`src/rtl/uart_pkg.sv`:
```
// Shared UART definitions: FSM encoding, divider derivation and helpers used by
// both the transmit and receive halves of the UART path.
package uart_pkg;

    typedef enum logic [2:0] {
        IDLE,
        START,
        DATA,
        PARITY,
        STOP
    } uart_state_e;

    function automatic int clog2(input int v);
        int r;
        int x;
        r = 0;
        x = v - 1;
        while (x > 0) begin
            r = r + 1;
            x = x >> 1;
        end
        return r;
    endfunction

    function automatic int calc_div(input int clk_freq, input int baud);
        return clk_freq / baud;
    endfunction

    // Callers zero-extend narrower words so unused upper bits do not disturb the XOR.
    function automatic logic calc_parity(input logic [7:0] data, input logic odd);
        return (^data) ^ odd;
    endfunction

endpackage

```
`src/rtl/uart_baud_tick.sv`:
```
// Bit-period timer: pulses tick for one cycle when the count reaches DIV-1,
// then wraps to zero.
module uart_baud_tick
    import uart_pkg::*;
#(
    parameter int DIV = 5208
) (
    input  logic clk,
    input  logic rst,
    input  logic clr,
    input  logic en,
    output logic tick
);

    localparam int W = clog2(DIV);
    localparam logic [W-1:0] LAST = W'(DIV - 1);

    logic [W-1:0] cnt_q, cnt_d;

    always_comb begin
        cnt_d = cnt_q;
        if (clr) begin
            cnt_d = '0;
        end else if (en) begin
            cnt_d = (cnt_q == LAST) ? '0 : cnt_q + 1'b1;
        end
    end

    always_ff @(posedge clk or posedge rst) begin
        if (rst) begin
            cnt_q <= '0;
        end else begin
            cnt_q <= cnt_d;
        end
    end

    assign tick = en && (cnt_q == LAST);

endmodule

```
`src/rtl/uart_tx_frame.sv`:
```
// UART transmitter: one word per valid/ready handshake, sent as start, data
// LSB first, optional parity and 1-2 stop bits on an idle-high registered line.
module uart_tx_frame
    import uart_pkg::*;
#(
    parameter int CLK_FREQ   = 50_000_000,
    parameter int BAUD       = 9600,
    parameter int DATA_BITS  = 8,
    parameter int PARITY_EN  = 0,
    parameter int PARITY_ODD = 0,
    parameter int STOP_BITS  = 1
) (
    input  logic                 clk,
    input  logic                 rst,
    input  logic [DATA_BITS-1:0] tx_data,
    input  logic                 tx_valid,
    output logic                 tx_ready,
    output logic                 tx,
    output logic                 tx_busy,
    output logic                 tx_done
);

    localparam int DIV = calc_div(CLK_FREQ, BAUD);
    localparam logic [2:0] LAST_DATA = 3'(DATA_BITS - 1);
    localparam logic [2:0] LAST_STOP = 3'(STOP_BITS - 1);

    if (DIV < 2) begin : g_div_chk
        $error("uart_tx_frame: CLK_FREQ/BAUD must be at least 2");
    end
    if (DATA_BITS < 5 || DATA_BITS > 8) begin : g_bits_chk
        $error("uart_tx_frame: DATA_BITS must be 5..8");
    end
    if (STOP_BITS < 1 || STOP_BITS > 2) begin : g_stop_chk
        $error("uart_tx_frame: STOP_BITS must be 1 or 2");
    end

    uart_state_e          state_q, state_d;
    logic [DATA_BITS-1:0] shift_q, shift_d;
    logic [2:0]           bit_q, bit_d;
    logic                 par_q, par_d;
    logic                 tx_q, tx_d;
    logic                 done_q, done_d;
    logic                 accept;
    logic                 tick;

    assign accept = tx_valid && tx_ready;

    uart_baud_tick #(.DIV(DIV)) u_baud (
        .clk  (clk),
        .rst  (rst),
        .clr  (accept),
        .en   (tx_busy),
        .tick (tick)
    );

    // tx_d is the line value for the state being entered, so the line flop
    // changes on the same edge as the state register.
    always_comb begin
        state_d = state_q;
        shift_d = shift_q;
        bit_d   = bit_q;
        par_d   = par_q;
        tx_d    = tx_q;
        done_d  = 1'b0;
        case (state_q)
            IDLE: begin
                tx_d = 1'b1;
                if (accept) begin
                    shift_d = tx_data;
                    par_d   = calc_parity(8'(tx_data), PARITY_ODD != 0);
                    bit_d   = '0;
                    state_d = START;
                    tx_d    = 1'b0;
                end
            end
            START: begin
                if (tick) begin
                    state_d = DATA;
                    tx_d    = shift_q[0];
                end
            end
            DATA: begin
                if (tick) begin
                    if (bit_q == LAST_DATA) begin
                        bit_d = '0;
                        if (PARITY_EN != 0) begin
                            state_d = PARITY;
                            tx_d    = par_q;
                        end else begin
                            state_d = STOP;
                            tx_d    = 1'b1;
                        end
                    end else begin
                        bit_d   = bit_q + 3'd1;
                        shift_d = shift_q >> 1;
                        tx_d    = shift_q[1];
                    end
                end
            end
            PARITY: begin
                if (tick) begin
                    state_d = STOP;
                    tx_d    = 1'b1;
                end
            end
            STOP: begin
                if (tick) begin
                    if (bit_q == LAST_STOP) begin
                        state_d = IDLE;
                        done_d  = 1'b1;
                        tx_d    = 1'b1;
                    end else begin
                        bit_d = bit_q + 3'd1;
                    end
                end
            end
            default: begin
                state_d = IDLE;
                tx_d    = 1'b1;
            end
        endcase
    end

    always_ff @(posedge clk or posedge rst) begin
        if (rst) begin
            state_q <= IDLE;
            shift_q <= '0;
            bit_q   <= '0;
            par_q   <= 1'b0;
            tx_q    <= 1'b1;
            done_q  <= 1'b0;
        end else begin
            state_q <= state_d;
            shift_q <= shift_d;
            bit_q   <= bit_d;
            par_q   <= par_d;
            tx_q    <= tx_d;
            done_q  <= done_d;
        end
    end

    assign tx       = tx_q;
    assign tx_done  = done_q;
    assign tx_ready = (state_q == IDLE);
    assign tx_busy  = (state_q != IDLE);

endmodule
```
`config.mk`:
```
export PLATFORM = sky130hd
export DESIGN_NAME = uart_tx_frame
export DESIGN_NICKNAME = d
export VERILOG_FILES = /design/src/rtl/uart_pkg.sv /design/src/rtl/uart_baud_tick.sv /design/src/rtl/uart_tx_frame.sv
export SDC_FILE = /design/constraint.sdc
export NUM_CORES = 1
export LEC_CHECK = 0
export CAP_MARGIN = 10
export CORE_ASPECT_RATIO = 0.7
export CORE_MARGIN = 2
export CORE_UTILIZATION = 50
export CTS_BUF_LIST = sky130_fd_sc_hd__clkbuf_2 sky130_fd_sc_hd__clkbuf_4 sky130_fd_sc_hd__clkbuf_8
export DETAILED_ROUTE_END_ITERATION = 6
export GPL_ROUTABILITY_DRIVEN = 0
export PLACE_DENSITY = 0.73
export SYNTH_ARGS = -nofsm -noshare
export SYNTH_HDL_FRONTEND = slang
export SYNTH_SLANG_ARGS = --single-unit
```
`constraint.sdc`:
```
create_clock -name clk -period 1.95 [get_ports clk]
set_clock_uncertainty 0.05 [all_clocks]
set_input_delay 0.39 -clock clk [delete_from_list [all_inputs] [get_ports clk]]
set_output_delay 0.39 -clock clk [all_outputs]
set_load 0.01 [all_outputs]
```
-- Yosys cells after proc, flatten, opt, wreduce, memory -nomap -nowiden
Cells that the tools add are included.
- input port bits: 11
- output and inout port bits: 4
- register bits after elaboration: 29
- word-level logic and storage cells: 67
- muxes and demuxes: 32
- equality and inequality tests: 15
- reductions and logical operators: 12
- add/subtract/negate cells: 2
- operator list (operator ; count):
    13-bit 2-to-1 mux ; 3
    3-bit 2-to-1 mux ; 12
    8-bit 2-to-1 mux ; 3
    2-bit inequality test, second input constant ; 8
    8-bit one-hot mux with 2 select lines ; 1
    3-bit one-hot mux with 5 select lines ; 1
    13-bit by 1-bit adder with 13-bit output, second input constant ; 1
    13-bit equality test, second input constant ; 1
    1-bit 2-to-1 mux ; 10
    5-bit AND reduction ; 2
    3-bit one-hot mux with 3 select lines ; 1
    7-bit AND reduction ; 1
    3-bit by 2-bit equality test with 1-bit output, second input constant ; 2
    3-bit equality test, second input constant ; 2
    3-bit logical NOT ; 2
    3-bit nonzero test ; 2
    1-bit one-hot mux with 5 select lines ; 1
    4-bit AND reduction ; 1
    2-bit nonzero test ; 2
    3-bit by 1-bit adder with 3-bit output, second input constant ; 1
    3-bit by 1-bit equality test with 1-bit output, second input constant ; 1
    1-bit logical AND ; 2
    2-bit by 1-bit inequality test with 1-bit output, second input constant ; 1

-- Depth between registers and ports, before layout
- depth in word-level cells: 4
- gate-level depth with buffers: 7
- mapped depth without buffers: 6

-- Hierarchy
A second synthesis with hierarchy kept.
- cells, all modules: 155
- area total of the unflattened synthesis: 1657.8 um^2
- by module, submodules not included (module ; seq. area each (um^2) ; instances ; area each (um^2) ; cells each):
    uart_tx_frame ; 401.6 ; 1 ; 957.2 ; 81
    uart_baud_tick ; 325.3 ; 1 ; 700.7 ; 74

-- Worst setup path before layout
OpenSTA, ideal clock, no wires.
- path type: reg2reg
- start: reg state_q[0]
- end: reg shift_q[0]
- data required time: 1.775 ns
- path slack: 0.003 ns
- data arrival time: 1.772 ns
- clock period less this slack: 1.947 ns
- stages on the path, launching flop included: 8
- cell sequence: dfrtp_1 -> buf_4 -> nor3_4 -> inv_1 -> nor2_2 -> a211o_1 -> buf_6 -> mux2_4
- longest elaborated chain between the ends: 4
- RTL lines (element ; RTL line ; text):
    from (decl) ; uart_tx_frame.sv:37 ; uart_state_e state_q, state_d;
    from (signal assigned) ; uart_tx_frame.sv:133 ; state_q <= state_d;
    3-bit logical NOT (*) ; uart_tx_frame.sv:144 ; assign tx_ready = (state_q == IDLE);
    named net tx_ready ; uart_tx_frame.sv:17 ; output logic tx_ready,
    1-bit logical AND ; uart_tx_frame.sv:46 ; assign accept = tx_valid && tx_ready;
    2-bit by 1-bit inequality test with 1-bit output (no line) ; - ;
    4-bit AND reduction (no line) ; - ;
    to (signal assigned) ; uart_tx_frame.sv:134 ; shift_q <= shift_d;
    to (decl) ; uart_tx_frame.sv:38 ; logic [DATA_BITS-1:0] shift_q, shift_d;
The timed path passes the listed nets; every way through them passes the cells marked *.
A chain may end at the register's enable or synchronous reset.

-- Worst setup path after layout
- start: reg bit_q[0]
- end: reg shift_q[5]
- longest elaborated chain between the ends: 3
- RTL lines (element ; RTL line ; text):
    from (decl) ; uart_tx_frame.sv:39 ; logic [2:0] bit_q, bit_d;
    from (signal assigned) ; uart_tx_frame.sv:135 ; bit_q <= bit_d;
    3-bit equality test ; uart_tx_frame.sv:84 ; if (bit_q == LAST_DATA) begin
    2-bit inequality test (no line) ; - ;
    4-bit AND reduction (no line) ; - ;
No other way between the ends.

==> results.cfg <==
[run_status]
outcome = completed

[setup_path]
cp_data_arrival_time_ns = 2.00
required_ns = 2.06
endpoint_kind = register
path_class = register to register
path_max_fanout = 8
reg2regPathDepth = 5
reg2reg_slack_ns = 0.06
critPathLaunchType = register

[cts]
cts_max_level = 2
clock_latency_ns = 0.28
cts_made_buffers = 5
clockRootBuffer = clkbuf_8
tritoncts = done
cts_sinks = 29
cts_buffer_depth = 2
clk_pin_slew_worst_paths_ns = 0.06
holdBufCountCts = 0

[timing]
max_freq_ghz = 0.528
fin_setup_tns_ns = 0
hold_slack_ns = 0.423
tightest_slew_ns = 0.392
setup_viol = 0
slew_violations = 0
fin_crit_sh_pct = 97.1
rsz0062_at_grt = no
period_needed_ns = 1.89
hold_viol = 0
relSlewSlack_pct = 73.6

[routing]
vias_per_cell = 5.89
antenna_left = 0
dr.pass1.iters = 6
wire_per_inst_um = 16.3
drc_errors = 0
totalWireLength_mm = 4.20
drt_iter0_markers = 259
via_count = 1514

[logic_synthesis]
synth_warnings = 0
ys_ff_latch = 29
yosysSeqAreaShare_pct = 42.1
postSynthAreaPerCell_sq_um = 10.4
synthesis.area_sq_um = 1730
synthFlopType = dfrtp_1
synth_cells = 166
synth_fp_nets = 181
async_flop_share_pct = 100
ys_types = 48
synth_edf_count = 0

[final_layout]
layout-drive-gt1-share_pct = 31.4
insertedDiodeCount = 0
final_nets = 224
regArea_sq_um = 728
layout_common_cells = dfrtp_1 (27), buf_4 (27), nand2_1 (12), clkdlybuf4s50_1 (12), nand3_1 (11)
n_fill_cell = 248
syn_to_final_growth_pct = 28.5
final_area_sq_um = 2220
utilization_pct = 68.6
multi_input_area_sq_um = 943

[power_and_ir_drop]
power_density_nw_per_um2 = 967
ir_drop_v = 0.000596
power_mw = 2.14
leakage_nw = 0.997

[floorplan]
core_area_sq_um = 3230
die_x_um = 74.2
dieArea_sq_um = 3950
initial_core_util_pct = 53.4
num_io_pins = 15
row_count = 17
die_y_um = 53.2

[flow_run]
maxCapViolCount = 0

[global_routing]
grt_pass1_vias = 1540
grt_max_degree = 30
grt_pass1_wl_mm = 7.36
antenna_found_initial = 0
grt_overflow_total = 0
grtUsageTotal_pct = 25.6

[placement]
dpl.hpwl_mm = 3.14
place_area_sq_um = 2090
numPortBuffers = 14

[min_path]
hold_class = primary input to asynchronous set/reset pin
[report_power, final]
group          leakage (nW)  internal (mW)  switching [mW]  total [mW]
clock network        0.0542          0.318           0.219       0.537
registers             0.364          0.770           0.122       0.892
logic                 0.580          0.388           0.328       0.716
[cell families (layout without fill, tap and decap cells)]
| family | count (synthesis) | after routing | synth area share, % |
|---|---|---|---|
| compound gates | 38 | 38 | 14.6 |
| buf+inv | 13 | 57 | 4.20 |
| mux | 18 | 18 | 13.3 |
| simple gates | 64 | 64 | 22.8 |
| flops | 29 | 29 | 42.1 |
| fa+ha+maj | 4 | 4 | 2.90 |
[routing by layer]
metal / routed length (um) / part of all wire (%) / up-vias / global-route usage [%]
met1: 1940 / 46 / 716 / 35.4
met4: 41 / 0.98 / 0 / 8.04
met3: 300 / 7.1 / 6 / 6.48
met2: 1920 / 46 / 79 / 39.6
met5: 0 / 0 / - / 0
li1: - / - / 713 / -
[through the flow]
| stage | instances | setup WS, ns |
|---|---|---|
| finish | 257 | 0.0558 |
| global route | 257 | 0.00336 |
| CTS | 256 | 0.0176 |
| detailed placement | 247 | -0.0205 |
| global placement | 247 | 0.0293 |
| floorplan | 166 | 0.00300 |
[synth_stat cells (2+ instances only)]
cell type / instances / area (sq um)
mux2_4: 8 / 120
buf_4: 2 / 15.0
dfrtp_1: 28 / 701
buf_6: 2 / 22.5
nand4_1: 5 / 31.3
mux2_2: 8 / 90.1
or3_1: 2 / 12.5
and4b_1: 2 / 20.0
o211ai_1: 2 / 15.0
mux2i_1: 2 / 20.0
nand2b_1: 4 / 25.0
nand3_1: 11 / 55.1
a41oi_1: 2 / 17.5
nor4_1: 3 / 18.8
and3_1: 3 / 18.8
a31oi_1: 9 / 56.3
nand2_1: 12 / 45.0
nor3_1: 3 / 15.0
o21ai_0: 6 / 30.0
inv_1: 7 / 26.3
a21oi_1: 8 / 40.0
ha_1: 4 / 50.1
nor2_1: 8 / 30.0
[worst max-delay path: stages (launching register included)]
cell and delay [ns]:
dfrtp_1 0.41, ha_1 0.21, ha_1 0.20, a21o_1 0.19
a211o_4 0.38, mux2_4 0.33
[flip-flops by register name (all words and copies together) (netlist names)]
| register | cells |
|---|---|
| u_baud.cnt_q | 13 |
| shift_q | 8 |
| bit_q | 3 |
| state_q | 3 |
| tx | 1 |
| tx_done | 1 |
[worst paths after layout]
| path | from | to |
|---|---|---|
| min in group clk | u_baud.cnt_q[12]$_DFFE_PP0N_ | u_baud.cnt_q[12]$_DFFE_PP0N_ |
| worst min-delay path | rst | u_baud.cnt_q[11]$_DFFE_PP0N_ |
| worst min register to register | u_baud.cnt_q[12]$_DFFE_PP0N_ | u_baud.cnt_q[12]$_DFFE_PP0N_ |
| worst max-delay path | bit_q[0]$_DFFE_PP0P_ | shift_q[5]$_DFFE_PP0P_ |
| worst max register to register | bit_q[0]$_DFFE_PP0P_ | shift_q[5]$_DFFE_PP0P_ |
| max in group asynchronous | rst | tx$_DFFE_PP1P_ |
[repair_timing]
action	CTS	global route
resized for setup	5	4
pin swaps	1	1
buffers inserted	1	1
setup endpoints to repair	10	10
[final cells by class]
class	count	area share [%]
Timing Repair Buffer	42	16.2
Multi-Input combinational cell	124	42.5
Tap cell	47	2.65
Sequential cell	29	32.8
Clock buffer	7	4.34
Inverter	7	1.18
Clock inverter	1	0.226
Note: power is estimated with default switching activity, not from simulation.
